`src/rtl/osc_freq_monitor_pkg.sv`:
```
// Shared types and sizing helpers for the oscillator frequency monitor and its
// per-channel supervisor.
package osc_freq_monitor_pkg;

  typedef enum logic [1:0] {
    UNKNOWN = 2'd0,
    OK      = 2'd1,
    FAIL    = 2'd2
  } ch_state_t;

  // Run counters only ever compare against window counts of 1..15.
  localparam int RUN_W = 4;

  function automatic int gate_width(input int cycles);
    return $clog2(cycles);
  endfunction

endpackage

```
`src/rtl/osc_ch_monitor.sv`:
```
// Per-channel oscillator supervisor: synchronise the raw source, count rising edges
// over the gate window driven by the top, and qualify the source with hysteresis.
module osc_ch_monitor
  import osc_freq_monitor_pkg::*;
#(
  parameter int CNT_W        = 16,
  parameter int OK_WINDOWS   = 2,
  parameter int FAIL_WINDOWS = 3
) (
  input  logic             clk,
  input  logic             reset,
  input  logic             osc_i,
  input  logic             clear_i,
  input  logic             eval_i,
  input  logic [CNT_W-1:0] lo_bound_i,
  input  logic [CNT_W-1:0] hi_bound_i,
  output logic [CNT_W-1:0] count_o,
  output logic             ok_o,
  output logic             fail_enter_o
);

  localparam logic [CNT_W-1:0] CNT_MAX  = {CNT_W{1'b1}};
  localparam logic [RUN_W-1:0] RUN_MAX  = {RUN_W{1'b1}};
  localparam logic [RUN_W-1:0] OK_RUN   = RUN_W'(OK_WINDOWS);
  localparam logic [RUN_W-1:0] FAIL_RUN = RUN_W'(FAIL_WINDOWS);

  logic             sync1_q;
  logic             sync2_q;
  logic             hist_q;
  logic             edge_det;
  logic [CNT_W-1:0] edge_cnt_q;
  logic [CNT_W-1:0] edge_cnt_d;
  logic [CNT_W-1:0] win_cnt;
  logic [CNT_W-1:0] count_q;
  logic             in_range;
  logic [RUN_W-1:0] good_run_q;
  logic [RUN_W-1:0] good_run_d;
  logic [RUN_W-1:0] bad_run_q;
  logic [RUN_W-1:0] bad_run_d;
  ch_state_t        state_q;
  ch_state_t        state_d;
  logic             ok_q;
  logic             fail_enter_q;

  // osc_i is asynchronous; only sync2_q onwards may feed any logic.
  always_ff @(posedge clk) begin
    if (reset) begin
      sync1_q <= 1'b0;
      sync2_q <= 1'b0;
      hist_q  <= 1'b0;
    end else begin
      sync1_q <= osc_i;
      sync2_q <= sync1_q;
      hist_q  <= sync2_q;
    end
  end

  assign edge_det = sync2_q & ~hist_q;

  // win_cnt folds in an edge seen during the evaluation cycle itself.
  always_comb begin
    win_cnt = edge_cnt_q;
    if (edge_det && (edge_cnt_q != CNT_MAX)) begin
      win_cnt = edge_cnt_q + CNT_W'(1);
    end
    edge_cnt_d = win_cnt;
    if (clear_i || eval_i) begin
      edge_cnt_d = '0;
    end
  end

  always_ff @(posedge clk) begin
    if (reset) begin
      edge_cnt_q <= '0;
    end else begin
      edge_cnt_q <= edge_cnt_d;
    end
  end

  assign in_range = (win_cnt >= lo_bound_i) && (win_cnt <= hi_bound_i);

  always_comb begin
    good_run_d = '0;
    bad_run_d  = '0;
    if (in_range) begin
      good_run_d = (good_run_q == RUN_MAX) ? RUN_MAX : good_run_q + RUN_W'(1);
    end else begin
      bad_run_d = (bad_run_q == RUN_MAX) ? RUN_MAX : bad_run_q + RUN_W'(1);
    end
  end

  always_comb begin
    state_d = state_q;
    case (state_q)
      UNKNOWN: begin
        if (good_run_d >= OK_RUN) begin
          state_d = OK;
        end else if (bad_run_d >= FAIL_RUN) begin
          state_d = FAIL;
        end
      end
      OK: begin
        if (bad_run_d >= FAIL_RUN) begin
          state_d = FAIL;
        end
      end
      FAIL: begin
        if (good_run_d >= OK_RUN) begin
          state_d = OK;
        end
      end
      default: state_d = UNKNOWN;
    endcase
  end

  // State, run lengths and all reported outputs move only on an evaluation strobe.
  always_ff @(posedge clk) begin
    if (reset) begin
      state_q      <= UNKNOWN;
      good_run_q   <= '0;
      bad_run_q    <= '0;
      count_q      <= '0;
      ok_q         <= 1'b0;
      fail_enter_q <= 1'b0;
    end else begin
      fail_enter_q <= 1'b0;
      if (eval_i) begin
        state_q      <= state_d;
        good_run_q   <= good_run_d;
        bad_run_q    <= bad_run_d;
        count_q      <= win_cnt;
        ok_q         <= (state_d == OK);
        fail_enter_q <= (state_d == FAIL) && (state_q != FAIL);
      end
    end
  end

  assign count_o      = count_q;
  assign ok_o         = ok_q;
  assign fail_enter_o = fail_enter_q;

endmodule

```
`src/rtl/osc_freq_monitor.sv`:
```
// Top level of the oscillator frequency monitor: owns the shared gate window and
// combines the per-channel results into the measurement and fault pulses.
module osc_freq_monitor
  import osc_freq_monitor_pkg::*;
#(
  parameter int NUM_CH       = 2,
  parameter int CNT_W        = 16,
  parameter int GATE_CYCLES  = 20000,
  parameter int OK_WINDOWS   = 2,
  parameter int FAIL_WINDOWS = 3
) (
  input  logic                    clk,
  input  logic                    reset,
  input  logic                    en,
  input  logic [NUM_CH-1:0]       osc_in,
  input  logic [CNT_W-1:0]        lo_bound,
  input  logic [CNT_W-1:0]        hi_bound,
  output logic [NUM_CH*CNT_W-1:0] meas_count,
  output logic                    meas_valid,
  output logic [NUM_CH-1:0]       osc_ok,
  output logic                    fault_irq
);

  localparam int                GATE_W    = gate_width(GATE_CYCLES);
  localparam logic [GATE_W-1:0] GATE_LAST = GATE_W'(GATE_CYCLES - 1);

  logic [GATE_W-1:0] gate_q;
  logic [GATE_W-1:0] gate_d;
  logic              eval;
  logic              clear;
  logic              valid_q;
  logic [NUM_CH-1:0] fail_enter;

  assign eval  = en && (gate_q == GATE_LAST);
  assign clear = ~en;

  // A disabled monitor parks the gate at 0 so re-enabling always starts a full window.
  always_comb begin
    gate_d = gate_q + GATE_W'(1);
    if (!en || (gate_q == GATE_LAST)) begin
      gate_d = '0;
    end
  end

  always_ff @(posedge clk) begin
    if (reset) begin
      gate_q  <= '0;
      valid_q <= 1'b0;
    end else begin
      gate_q  <= gate_d;
      valid_q <= eval;
    end
  end

  for (genvar i = 0; i < NUM_CH; i++) begin : g_ch
    osc_ch_monitor #(
      .CNT_W        (CNT_W),
      .OK_WINDOWS   (OK_WINDOWS),
      .FAIL_WINDOWS (FAIL_WINDOWS)
    ) u_ch (
      .clk          (clk),
      .reset        (reset),
      .osc_i        (osc_in[i]),
      .clear_i      (clear),
      .eval_i       (eval),
      .lo_bound_i   (lo_bound),
      .hi_bound_i   (hi_bound),
      .count_o      (meas_count[i*CNT_W +: CNT_W]),
      .ok_o         (osc_ok[i]),
      .fail_enter_o (fail_enter[i])
    );
  end

  assign meas_valid = valid_q;
  assign fault_irq  = |fail_enter;

endmodule

```
`config.mk`:
```
export PLATFORM = sky130hd
export DESIGN_NAME = osc_freq_monitor
export DESIGN_NICKNAME = d
export VERILOG_FILES = /design/src/rtl/osc_freq_monitor_pkg.sv /design/src/rtl/osc_ch_monitor.sv /design/src/rtl/osc_freq_monitor.sv
export SDC_FILE = /design/constraint.sdc
export NUM_CORES = 1
export LEC_CHECK = 0
export ABC_AREA = 0
export CORE_ASPECT_RATIO = 2
export CORE_MARGIN = 10
export CORE_UTILIZATION = 35
export CTS_CLUSTER_DIAMETER = 200
export DETAILED_ROUTE_END_ITERATION = 10
export PLACE_DENSITY = 0.52
export SYNTH_ARGS = -nofsm -noshare
export SYNTH_HDL_FRONTEND = slang
export SYNTH_SLANG_ARGS = --single-unit
```
`constraint.sdc`:
```
create_clock -name clk -period 10.8 [get_ports clk]
set_input_delay 3.24 -clock clk [delete_from_list [all_inputs] [get_ports clk]]
set_output_delay 3.24 -clock clk [all_outputs]
set_load 0.02 [all_outputs]
```
==> flow_summary.toml <==
[route]
drc = 0
drtIter0Drc = 127
vias = 5160
dr.pass1.iters = 4
ant_nets = 0
drt-total-wl_um = 16600
post_drt_wl_per_cell_um = 16.6
vias_per_cell = 5.15

[run]
maxCapViolCount = 0

[timing]
clock.fmax_mhz = 175
tightest_slew_ps = 701
min_period_ps = 5720
hold_viol = 0
min_period_over_period = 0.529
setup_tns_ps = 0
finClkSkew_ps = 10.7
drv_slew = 0
setup_viol = 0
slew_headroom = 0.532
rsz0062_at_grt = "false"

[clocking]
cts-root-buf = "clkbuf_16"
cts_sinks = 110
cts_buffers = 9
clk_pin_slew_ps = 80
ctsHoldBuffers = 0
post-cts-setup-buffer-count = 0
cts_resized = 0
clock_path_buffers = 2
clock_latency_ps = 360
cts_tree = "yes"
ctsHtreeMaxLevel = 3

[logic_synthesis]
synth_edf_count = 0
synthesis.area_um2 = 6070
synthCells = 722
synth-seq-area-share = 0.363
synth_area_leaders = "dfxtp_1 36%, ha_1 15%, nor2_1 4.5%, inv_1 4.4%, xor2_1 4.3%"
syn-num-nets = 830
avgSynthCellArea_um2 = 8.41
ys_warn_count = 0
ys.flop_type = "dfxtp_1"
yosysTopAreaCellShare = 0.363
synth-seq-cells = 110
yosysTopAreaCell = "dfxtp_1"
postSynth.asyncResetShare = 0
synth_cell_types = 62

[global_route]
grt_pass1_vias = 5349
grt_pass1_wl_um = 26700
antenna_found_initial = 0
use_met3 = 0.0276
top_usage_layer = "met2"
grt_util_met2 = 0.281
use_met1 = 0.134
grt_overflow = 0
grt_max_degree = 48
track_usage = 0.144

[power]
power_density_nw_per_um2 = 111
power.leakage_nw = 3.23
max-vdd-ir-drop_mv = 0.0734

[critical_path]
crit_arrival_ps = 5970
cp.required_ps = 11050
end_kind = "register"
path_cells = "clkdlybuf4s50_1, inv_1, ha_1, a21oi_1, nand2_1, a221o_1, or3_1, a21oi_2, a21boi_0, o22a_1"
worst_path_max_delay_cell = "a21oi_2"
crit_type = "in -> reg"
cp_max_fo = 13
cp_slowest_stage_delay_ps = 550
cp-start-kind = "primary input"

[die]
die_x_um = 113
row_count = 68
core_region_area_um2 = 17200
die_area_um2 = 23300
io_pins = 73
die_h_um = 206
start_util = 0.353

[place]
hpwl_um = 13700
place_congestion = 0.868
io_buffer_count = 72

[finish]
drive_gt1_frac = 0.0417
syn2layout_area_growth_pct = 19.9
fin_nets = 895
post-route-util = 0.424
diodes = 0

[outcome]
outcome = "finished, final reports clean"

[min_path]
min_path_type = "reg -> reg"
[synthesized netlist by cell type, types with 3 or more instances]
| cell type | n |
|---|---|
| and2_1 | 3 |
| ha_1 | 71 |
| xnor2_1 | 10 |
| nand2_1 | 68 |
| nand4_1 | 25 |
| o21a_1 | 7 |
| o21ai_0 | 36 |
| a221o_1 | 3 |
| o22ai_1 | 3 |
| o22a_1 | 4 |
| a21oi_1 | 29 |
| buf_4 | 7 |
| xor2_1 | 30 |
| inv_1 | 71 |
| a31oi_1 | 8 |
| o21ai_1 | 11 |
| and4_1 | 5 |
| a21o_1 | 9 |
| clkbuf_1 | 9 |
| and3_1 | 13 |
| nand3_1 | 29 |
| mux2i_1 | 3 |
| nor2b_1 | 11 |
| a2111oi_0 | 3 |
| buf_2 | 3 |
| dfxtp_1 | 110 |
| nor3_1 | 15 |
| nand2b_1 | 8 |
| nor2_1 | 72 |
| nor3b_1 | 4 |
[path summary, 6_finish.rpt]
kind                                          from                                endpoint  slack, ps  depth (start not counted)
max reg2reg  g_ch[0].u_ch.edge_cnt_q[4]$_SDFF_PP0_  g_ch[0].u_ch.bad_run_q[2]$_SDFFE_PP0P_       6520                         15
min reg2reg        g_ch[1].u_ch.sync1_q$_SDFF_PP0_         g_ch[1].u_ch.sync2_q$_SDFF_PP0_        440                          1
max                                   hi_bound[14]    g_ch[1].u_ch.state_q[1]$_SDFFE_PP0P_       5080                         10
min                g_ch[1].u_ch.sync1_q$_SDFF_PP0_         g_ch[1].u_ch.sync2_q$_SDFF_PP0_        440                          1
[critical path: cells and delay by family]
kind	cells	cell delay (ps)
buffers and inverters	2	540
adder cells (fa/ha/maj)	1	320
AND/OR/NAND/NOR	2	470
AO/OA/AOI/OAI	5	1400
[flip-flops by register name, summed over array words and instances (netlist names)]
register                flops
g_ch.u_ch.hist_q            2
g_ch.u_ch.bad_run_q         8
g_ch.u_ch.sync2_q           2
g_ch.u_ch.fail_enter_o      2
g_ch.u_ch.sync1_q           2
g_ch.u_ch.edge_cnt_q       32
g_ch.u_ch.ok_o              2
g_ch.u_ch.good_run_q        8
g_ch.u_ch.count_o          32
gate_q                     15
g_ch.u_ch.state_q           4
meas_valid                  1
[metal layers]
metal | share of wire | wire (um)
met3 | 0.035 | 577
met2 | 0.56 | 9300
met1 | 0.37 | 6140
met5 | 0 | 0
met4 | 0.037 | 623
[area by class of cell]
type,count,area (um^2)
Timing Repair Buffer,74,736
Fill cell,1760,9900
Inverter,72,270
Clock buffer,9,225
Tap cell,210,263
Clock inverter,7,92.6
Multi-Input combinational cell,520,3490
Sequential cell,110,2200
[power breakdown]
part	switching (mW)	leakage [nW]	internal (mW)	total (mW)
Clock	0.166	0.155	0.186	0.353
Sequential	0.000721	0.887	0.407	0.407
Combinational	0.0264	2.19	0.0221	0.0485
Total	0.194	3.23	0.615	0.808
[logic make-up (layout without fill, tap and decap cells)]
kind of cell / count (synthesis) / after routing / share of synthesized area
multiplexers: 3 / 3 / 0.00495
XOR/XNOR: 40 / 40 / 0.0577
adder cells (fa/ha/maj): 71 / 71 / 0.146
flip-flops: 110 / 110 / 0.363
AO/OA/AOI/OAI: 135 / 135 / 0.139
buffers and inverters: 92 / 162 / 0.0631
AND/OR/NAND/NOR: 271 / 271 / 0.226
[stage by stage]
| stage | cell area (um^2) | total power, mW | hold WS, ps | std cells | setup slack (ps) |
|---|---|---|---|---|---|
| finish | 7280 | 0.808 | 445 | 1002 | 5080 |
| global route | 7280 | 0.839 | 479 | 1002 | 4850 |
| CTS | 7280 | 0.819 | 457 | 1002 | 5080 |
| detailed placement | 6970 | 0.466 | 434 | 986 | 4710 |
| global placement | 6970 | 0.465 | 418 | 986 | 4730 |
| floorplan | 6070 | 0.442 | 414 | 722 | 5630 |
[placed cells by master, fill, tap and decap left out, drive strengths merged, types with 3 or more instances in the layout]
cell type,count
a21o,9
clkdlybuf4s50,72
o21a,7
xnor2,10
nand3,29
nor2b,11
nand2,68
xor2,30
mux2i,3
o22a,4
and3,14
and2,4
nand2b,8
nor2,73
o22ai,3
nor3,16
nor3b,4
clkbuf,9
ha,71
o21ai,49
a221o,3
and4,5
inv,75
nand4,26
a21oi,31
a31oi,8
a2111oi,3
nor4,3
clkinv,3
dfxtp,110
Note: power is estimated with default switching activity, not from simulation.
